## src/rtl/lcd_glyph_writer.sv

```systemverilog
// Streams one 16x16 glyph to a KS0108-style 128x64 LCD as page/column commands plus 32 data bytes.
// Define LCD_INIT_EN to add a power-up LCD reset pulse and display-on sequence after every reset.
module lcd_glyph_writer #(
  parameter int T_SETUP = 2,
  parameter int T_EN    = 8,
  parameter int T_HOLD  = 2,
  parameter int T_RST   = 16
) (
  input  logic         clk,
  input  logic         rst,
  input  logic         start,
  input  logic [255:0] glyph,
  input  logic [1:0]   slot_row,
  input  logic [2:0]   slot_col,
  output logic         busy,
  output logic         done,
  output logic         lcd_rst,
  output logic         lcd_cs1,
  output logic         lcd_cs2,
  output logic         lcd_rw,
  output logic         lcd_di,
  output logic         lcd_en,
  output logic [7:0]   lcd_data,
  output logic [2:0]   dbg_state
);

  localparam int W_LEN   = T_SETUP + T_EN + T_HOLD;
  localparam int CNT_MAX = (T_RST > W_LEN) ? T_RST : W_LEN;
  localparam int CW      = $clog2(CNT_MAX);

  localparam logic [CW-1:0] EN_ON  = CW'(T_SETUP - 1);
  localparam logic [CW-1:0] EN_OFF = CW'(T_SETUP + T_EN - 1);
  localparam logic [CW-1:0] W_LAST = CW'(W_LEN - 1);
`ifdef LCD_INIT_EN
  localparam logic [CW-1:0] RST_LAST = CW'(T_RST - 1);
`endif

  typedef enum logic [2:0] {
    S_IDLE     = 3'd0,
    S_SET_PAGE = 3'd1,
    S_SET_COL  = 3'd2,
    S_DATA     = 3'd3,
    S_FINISH   = 3'd4,
    S_INIT_RST = 3'd5,
    S_INIT_CMD = 3'd6
  } state_e;

  state_e          state_q;
  logic [CW-1:0]   cnt_q;
  logic            page_q;
  logic [3:0]      col_q;
  logic [255:0]    glyph_q;
  logic [1:0]      row_q;
  logic [1:0]      col_lo_q;
  logic            busy_q;
  logic            done_q;
  logic            cs1_q;
  logic            cs2_q;
  logic            di_q;
  logic            en_q;
  logic [7:0]      data_q;
`ifdef LCD_INIT_EN
  logic            lcd_rst_q;
  logic            init_sel_q;
`endif

  logic            in_write;
  logic [3:0]      col_d;
  logic [7:0]      data_byte_d;

  // Pixel (row 8p+b, column c) sits at glyph[255 - 16*(8p+b) - c], i.e. the bitwise
  // complement of the 8-bit index {p, b, c}.
  function automatic logic [7:0] col_byte(input logic [255:0] g, input logic p,
                                          input logic [3:0] c);
    logic [7:0] r;
    r = '0;
    for (int b = 0; b < 8; b++) begin
      r[b] = g[~{p, 3'(b), c}];
    end
    return r;
  endfunction

  assign in_write    = (state_q == S_SET_PAGE) || (state_q == S_SET_COL) ||
                       (state_q == S_DATA) || (state_q == S_INIT_CMD);
  assign col_d       = (state_q == S_DATA) ? (col_q + 4'd1) : 4'd0;
  assign data_byte_d = col_byte(glyph_q, page_q, col_d);

  always_ff @(posedge clk) begin
    if (rst) begin
      cnt_q    <= '0;
      page_q   <= 1'b0;
      col_q    <= '0;
      glyph_q  <= '0;
      row_q    <= '0;
      col_lo_q <= '0;
      done_q   <= 1'b0;
      cs1_q    <= 1'b0;
      cs2_q    <= 1'b0;
      di_q     <= 1'b0;
      en_q     <= 1'b0;
      data_q   <= '0;
`ifdef LCD_INIT_EN
      state_q    <= S_INIT_RST;
      busy_q     <= 1'b1;
      lcd_rst_q  <= 1'b0;
      init_sel_q <= 1'b0;
`else
      state_q  <= S_IDLE;
      busy_q   <= 1'b0;
`endif
    end else begin
      done_q <= 1'b0;
      // Every bus write shares one phase counter: setup low, strobe high, hold low.
      if (in_write) begin
        cnt_q <= cnt_q + 1'b1;
        if (cnt_q == EN_ON)  en_q <= 1'b1;
        if (cnt_q == EN_OFF) en_q <= 1'b0;
      end
      case (state_q)
        S_IDLE, S_FINISH: begin
          if (start) begin
            state_q  <= S_SET_PAGE;
            glyph_q  <= glyph;
            row_q    <= slot_row;
            col_lo_q <= slot_col[1:0];
            cnt_q    <= '0;
            page_q   <= 1'b0;
            busy_q   <= 1'b1;
            cs1_q    <= ~slot_col[2];
            cs2_q    <= slot_col[2];
            di_q     <= 1'b0;
            en_q     <= 1'b0;
            data_q   <= 8'hB8 | {5'b0, slot_row, 1'b0};
          end else if (state_q == S_FINISH) begin
            state_q <= S_IDLE;
            cs1_q   <= 1'b0;
            cs2_q   <= 1'b0;
          end
        end
        S_SET_PAGE: begin
          if (cnt_q == W_LAST) begin
            state_q <= S_SET_COL;
            cnt_q   <= '0;
            data_q  <= 8'h40 | {2'b00, col_lo_q, 4'b0000};
          end
        end
        S_SET_COL: begin
          if (cnt_q == W_LAST) begin
            state_q <= S_DATA;
            cnt_q   <= '0;
            col_q   <= '0;
            di_q    <= 1'b1;
            data_q  <= data_byte_d;
          end
        end
        S_DATA: begin
          if (cnt_q == W_LAST) begin
            cnt_q <= '0;
            if (col_q != 4'd15) begin
              col_q  <= col_d;
              data_q <= data_byte_d;
            end else if (!page_q) begin
              state_q <= S_SET_PAGE;
              page_q  <= 1'b1;
              di_q    <= 1'b0;
              data_q  <= 8'hB8 | {5'b0, row_q, 1'b1};
            end else begin
              state_q <= S_FINISH;
              busy_q  <= 1'b0;
              done_q  <= 1'b1;
              di_q    <= 1'b0;
              data_q  <= '0;
            end
          end
        end
`ifdef LCD_INIT_EN
        S_INIT_RST: begin
          if (cnt_q == RST_LAST) begin
            state_q    <= S_INIT_CMD;
            cnt_q      <= '0;
            lcd_rst_q  <= 1'b1;
            init_sel_q <= 1'b0;
            cs1_q      <= 1'b1;
            cs2_q      <= 1'b0;
            di_q       <= 1'b0;
            data_q     <= 8'h3F;
          end else begin
            cnt_q <= cnt_q + 1'b1;
          end
        end
        S_INIT_CMD: begin
          if (cnt_q == W_LAST) begin
            cnt_q <= '0;
            if (!init_sel_q) begin
              init_sel_q <= 1'b1;
              cs1_q      <= 1'b0;
              cs2_q      <= 1'b1;
            end else begin
              state_q <= S_IDLE;
              busy_q  <= 1'b0;
              cs2_q   <= 1'b0;
              data_q  <= '0;
            end
          end
        end
`endif
        default: state_q <= S_IDLE;
      endcase
    end
  end

`ifdef LCD_INIT_EN
  assign lcd_rst = lcd_rst_q;
`else
  assign lcd_rst = 1'b1;
`endif
  assign busy      = busy_q;
  assign done      = done_q;
  assign lcd_cs1   = cs1_q;
  assign lcd_cs2   = cs2_q;
  assign lcd_rw    = 1'b0;
  assign lcd_di    = di_q;
  assign lcd_en    = en_q;
  assign lcd_data  = data_q;
  assign dbg_state = state_q;

endmodule
```

## config.mk

```make
export PLATFORM = sky130hd
export DESIGN_NAME = lcd_glyph_writer
export DESIGN_NICKNAME = d
export VERILOG_FILES = /design/src/rtl/lcd_glyph_writer.sv
export SDC_FILE = /design/constraint.sdc
export NUM_CORES = 1
export LEC_CHECK = 0
export ABC_CLOCK_PERIOD_IN_PS = 2050
export BUFFER_PORTS_ARGS = -buffer_cell sky130_fd_sc_hd__buf_2
export CORE_ASPECT_RATIO = 2
export CORE_MARGIN = 5
export CORE_UTILIZATION = 25
export CTS_BUF_LIST = sky130_fd_sc_hd__clkbuf_4 sky130_fd_sc_hd__clkbuf_8
export CTS_CLUSTER_DIAMETER = 80
export DETAILED_ROUTE_END_ITERATION = 12
export GPL_TIMING_DRIVEN = 0
export PLACE_DENSITY = 0.47
export REMOVE_ABC_BUFFERS = 1
export SLEW_MARGIN = 15
export SYNTH_ARGS = -nofsm -noshare
export SYNTH_HDL_FRONTEND = slang
export SYNTH_SLANG_ARGS = --single-unit
```

## constraint.sdc

```tcl
create_clock -name clk -period 2.05 [get_ports clk]
set_input_delay 0.41 -clock clk [delete_from_list [all_inputs] [get_ports clk]]
set_output_delay 0.41 -clock clk [all_outputs]
set_load 0.05 [all_outputs]
```

* Yosys cells after proc, flatten, opt, wreduce, memory -nomap -nowiden *
Index checks and enable logic that the tools add are counted.

operators by class
  add/subtract/negate cells = 2
  magnitude comparators = 8
  eq/ne operators = 17
  muxes and demuxes = 62
  bitwise gates (word level) = 11
  reductions and logical operators = 20

operators with widths
  cell                                                        number
  less-than comparator 8 x 9 -> 1 bit, second input constant  8
  binary-select mux 1 bit (select 8 bit)                      8
  inverter 8 bit                                              8
  two-way mux 8 bit                                           6
  one-hot mux 8 bit (4 select lines)                          1
  two-way mux 4 bit                                           7
  two-way mux 1 bit                                           27
  two-way mux 3 bit                                           7
  AND reduction 5 bit                                         4
  one-hot mux 4 bit (2 select lines)                          2
  one-hot mux 3 bit (4 select lines)                          1
  adder 4 x 1 -> 4 bit, second input constant                 2
  == test 4 bit, second input constant                        2
  inequality test 2 x 1 -> 1 bit, second input constant       4
  AND reduction 4 bit                                         2
  == test 3 x 2 -> 1 bit, second input constant               2
  == test 3 bit, second input constant                        2
  inequality test 2 bit, second input constant                3
  nonzero test 2 bit                                          3
  == test 4 x 1 -> 1 bit, second input constant               1
  inequality test 4 bit, second input constant                1
  one-hot mux 1 bit (2 select lines)                          2
  AND reduction 2 bit                                         2
  nonzero test 4 bit                                          1
  10 further kinds                                            14

storage, ports and cells
  bits in registers = 286
  input bits = 264
  output and inout port bits = 19
  word-level logic and storage cells = 134

* Logic depth before layout (Yosys ltp) *
  word-level depth = 8
  mapped depth = 10
  depth with buffers taken out = 7

* Least setup slack after synthesis *
No wires, ideal clock.

  kind = register -> register
  start = register state_q[0] (netlist: dbg_state[0])
  end = register data_q[4] (netlist: lcd_data[4])
  arrival time = 2.229 ns
  data required time = 1.918 ns
  path slack = -0.311 ns
  cell stages (with the launch flop) = 10
  buffers on the path = 3
  clock period less this slack = 2.361 ns
  cells stage by stage = dfxtp_1 -> buf_2 -> nand4b_1 -> buf_4 -> buf_2 -> a221oi_1 -> a211oi_1 -> a2111oi_0 -> a31o_2 -> o32ai_1

on the way
  word-level cells in the longest chain between the ends = 8
  elaborated cells between the ends (all ways) = 20
  classes of those cells = 8 x eq/ne; 7 x mux; 1 x bitwise; 4 x reduce/logical

RTL lines
  item                                     line     source
  start: declaration                       48       state_e state_q;
  start signal: assignment                 108      state_q <= S_IDLE;
  start signal: assignment                 122      state_q <= S_SET_PAGE;
  start signal: assignment                 135      state_q <= S_IDLE;
  == test 3 x 2 -> 1 bit                   85, 119
  two-way mux 4 bit                        85       assign col_d = (state_q == S_DATA) ? (col_q + 4'd1) : 4'd0;
  inverter 8 bit                           78       r[b] = g[~{p, 3'(b), c}];
  binary-select mux 1 bit (select 8 bit)   78
  two-way mux 1 bit (implied by the code)  78
  two-way mux 8 bit                        159      if (col_q != 4'd15) begin
  two-way mux 8 bit                        157      if (cnt_q == W_LAST) begin
  one-hot mux 8 bit (4 select lines)       119      case (state_q)
  end signal: assignment                   153      data_q <= data_byte_d;
  end signal: assignment                   161      data_q <= data_byte_d;
  end signal: assignment                   166      data_q <= 8'hB8 | {5'b0, row_q, 1'b1};
  end: declaration                         61       logic [7:0] data_q;

Several ways; a longest one is shown, not always the timed one. The select of a mux whose other input is x is not followed.
A chain may end at the register's enable or synchronous reset.

* Final worst setup path *
  start = register col_q[0]
  end = register data_q[0] (netlist: lcd_data[0])

on the way
  word-level cells in the longest chain between the ends = 8
  elaborated cells between the ends (all ways) = 10
  classes of those cells = 1 x add/sub; 1 x eq/ne; 7 x mux; 1 x bitwise

RTL lines
  item                                     line  source
  start: declaration                       51    logic [3:0] col_q;
  start signal: assignment                 160   col_q <= col_d;
  adder 4 x 1 -> 4 bit                     85
  two-way mux 4 bit                        85
  inverter 8 bit                           78
  binary-select mux 1 bit (select 8 bit)   78
  two-way mux 1 bit (implied by the code)  78
  two-way mux 8 bit                        159
  two-way mux 8 bit                        157
  one-hot mux 8 bit (4 select lines) (*)   119

Every way passes the cells marked *; elsewhere a longest branch is shown, timed or not. The select of a mux whose other input is x is not followed.

==> flow_summary.toml <==
[status]
violations = "negative setup slack"
status = "finished, violations left"

[cells_and_area]
stdcell_count = 2633
syn2layout_area_growth_pct = 34.0
filler_cell_count = 5417
layout_commonest_cell = "nand2_1"
num-nets-final = 2213
finalInstanceArea_mm2 = 0.0169
mostFrequentLayoutCells = "nand2_1 (618), a21oi_1 (293), dfxtp_1 (281)"
drive_gt1_frac = 0.268

[sta]
slew_viol_final = 0
period_share = 1.28
timing.clock.skew_ns = 0.0162
fmax_mhz = 381
layout_setup_ws_ns = -0.572
rsz0062_at_grt = "true"
max_slew_margin = 0.458
finalHoldViolCount = 0
min_period_ns = 2.62
setup_violations = 190
holdWs_ns = 0.0602
worst_pin_slew_ns = 0.813

[worst_setup_path]
cp_slowest_cell = "nor3_2"
startpoint_type = "flip-flop"
worstPathCellList = "buf_12 -> ha_4 -> nand4b_1 -> buf_4 -> buf_12 -> buf_12 -> buf_6 -> a221oi_2 -> a311oi_2 -> nor3_2 -> nor3_1 -> a211o_1"
critPathKind = "reg2reg"
worstPathRequired_ns = 2.52
worstPathArrival_ns = 3.09
path_common_cell = "buf_12"
cp_max_fo = 6
slowest_delay_ns = 0.39
worst_setup_path_end_kind = "flip-flop"
worstRegToRegCells = 12

[logic_synthesis]
yosys.area.top_type_share = 0.455
avgSynthCellArea_um2 = 7.47
synth_flop_cell = "dfxtp_1"
yosysTopAreaCell = "dfxtp_1"
synth-seq-cells = 286
ys_types = 60
synth-edff-count = 0
yosysWarnings = 0
synthArstFlopShare = 0
synthCells = 1683
synth_seq_area_share = 0.455
yosys-top-cells-area = "dfxtp_1 (46%), nand2_1 (18%), a21oi_1 (12%)"
synth.cell_area_mm2 = 0.0126

[placement]
placedCellCount = 2504
placed_cell_area_mm2 = 0.0148
dp_hpwl_um = 34400
numPortBuffers = 280
routabilityCongestion = 0.784

[global_route]
antenna_found_initial = 5
grt.overflow.total = 0
grt_pass1_vias = 12827
grt_max_degree = 125
track_usage = 0.177
grt_pass1_wl_um = 76100

[clock_network]
clockRootBuffer = "clkbuf_8"
cts_num_sinks = 286
htree_levels = 2
numCtsBuffers = 47
ctsHoldBuffers = 0
clk_pin_slew_ns = 0.07
ctsLongestPathBuffers = 3
clock_latency_ns = 0.58
cts_tree = "built"

[detailed_routing]
wl_um = 50800
vias_per_cell = 4.84
drc = 0
dr.pass1.iters = 5
wl_per_cell_um = 19.3
first_iter_violations = 640
vias = 12745
ant_nets = 0

[floorplanning]
ioPinCount = 283
fp.dieH_um = 327
start_util = 0.252
core_area_mm2 = 0.0499
die_w_um = 169
die_area_mm2 = 0.0552
rows = 116

[power]
fin_total_pwr_mw = 13.1
vdd_drop_max_v = 0.000480
leakagePower_nw = 6.83
power_density_mw_per_mm2 = 777

[hold_path]
min_path_type = "in2reg"
hold_depth = 3

[flow_run]
maxCapViolCount = 0
-- cell type report --
type | instances | area (um^2) | area share
Antenna cell | 4 | 10.0 | 0.000594
Clock buffer | 73 | 936 | 0.0555
Clock inverter | 10 | 78.8 | 0.00468
Inverter | 7 | 31.3 | 0.00186
Multi-Input combinational cell | 1241 | 6690 | 0.397
Sequential cell | 286 | 5740 | 0.341
Tap cell | 649 | 812 | 0.0482
Timing Repair Buffer | 363 | 2550 | 0.151
-- logic make-up (layout without fill, tap and decap cells) --
family | Yosys count | in the layout | synth area share
buf+inv | 158 | 453 | 0.0555
xor+xnor | 4 | 4 | 0.00279
other cells | 2 | 6 | 0.000597
flops | 286 | 286 | 0.455
compound gates | 469 | 469 | 0.226
mux | 23 | 23 | 0.0193
fa+ha+maj | 3 | 3 | 0.00298
simple gates | 738 | 740 | 0.237
-- sequential cells by signal (all words and copies together), names as in the netlist --
name,count
glyph_q,256
lcd_data,8
cnt_q,4
col_q,4
dbg_state,3
col_lo_q,2
row_q,2
busy,1
done,1
lcd_cs1,1
lcd_cs2,1
lcd_di,1
lcd_en,1
page_q,1
-- path summary, 6_finish.rpt --
check           endpoint        start  slack [ns]
min          glyph_q[92]    glyph[92]        0.06
min reg2reg  glyph_q[72]  glyph_q[72]        0.45
max reg2reg  lcd_data[0]     col_q[0]       -0.57
max          lcd_data[0]     col_q[0]       -0.57
-- where the power goes --
part | switching (mW) | total (mW) | internal [mW]
registers | 0.196 | 6.11 | 5.91
logic | 0.941 | 1.56 | 0.618
clock network | 2.40 | 5.42 | 3.03
-- worst max-delay path, delay by kind of cell (launching register included) --
family	cells	cell delay (ns)
and+or+nand+nor	3	0.65
adders and majority gates	1	0.27
AOI/OAI and AO/OA	3	0.55
DFF	1	0.35
buffers and inverters	5	0.69
-- synth_stat cells, types with 2 or more instances --
master       n
nand2_1    619
a21oi_1    297
dfxtp_1    286
clkbuf_1    96
a221oi_1    49
buf_2       36
nor2_1      35
a211oi_1    27
a31oi_1     22
mux2i_1     22
nor3_1      19
a311oi_1    18
nor2b_1     18
o21ai_0     14
nand3_1      9
buf_4        8
nand2b_1     8
a2111oi_0    7
buf_1        7
a211o_1      6
inv_1        6
nor4_1       6
and2_1       4
buf_6        4
nand4_1      4
o211ai_1     4
a22oi_1      3
a311o_1      3
ha_1         3
nand3b_1     3
xnor2_1      3
a31o_1       2
and3_1       2
and3b_1      2
conb_1       2
nand4b_1     2
nand4bb_1    2
o22ai_1      2
or2_2        2
-- repair_timing --
| item | in CTS | in global routing |
|---|---|---|
| pin swaps | 30 | 18 |
| buffers inserted | 37 | 2 |
| gates cloned | 6 | 0 |
| resized for setup | 78 | 31 |
| setup endpoints to repair | 275 | 253 |
-- metal layers --
| metal | share of wire | routed length, um | vias up | global-route usage |
|---|---|---|---|---|
| met5 | 0.00026 | 13 | - | 0 |
| met1 | 0.39 | 19600 | 6015 | 0.198 |
| met2 | 0.53 | 27100 | 339 | 0.333 |
| li1 | - | - | 6309 | - |
| met3 | 0.051 | 2590 | 80 | 0.0327 |
| met4 | 0.031 | 1560 | 2 | 0.0609 |
-- metrics by stage --
step	TNS, ns	setup WS, ns	utilization
after detailed placement	-113.50	-2.18	0.296
after global routing	-45.63	-0.677	0.337
after global placement	-5415.67	-22.94	0.283
after floorplan	-3325.83	-13.63	-
final	-28.98	-0.572	0.338
after CTS	-27.44	-0.535	0.334
(Power assumes the default switching activity.)
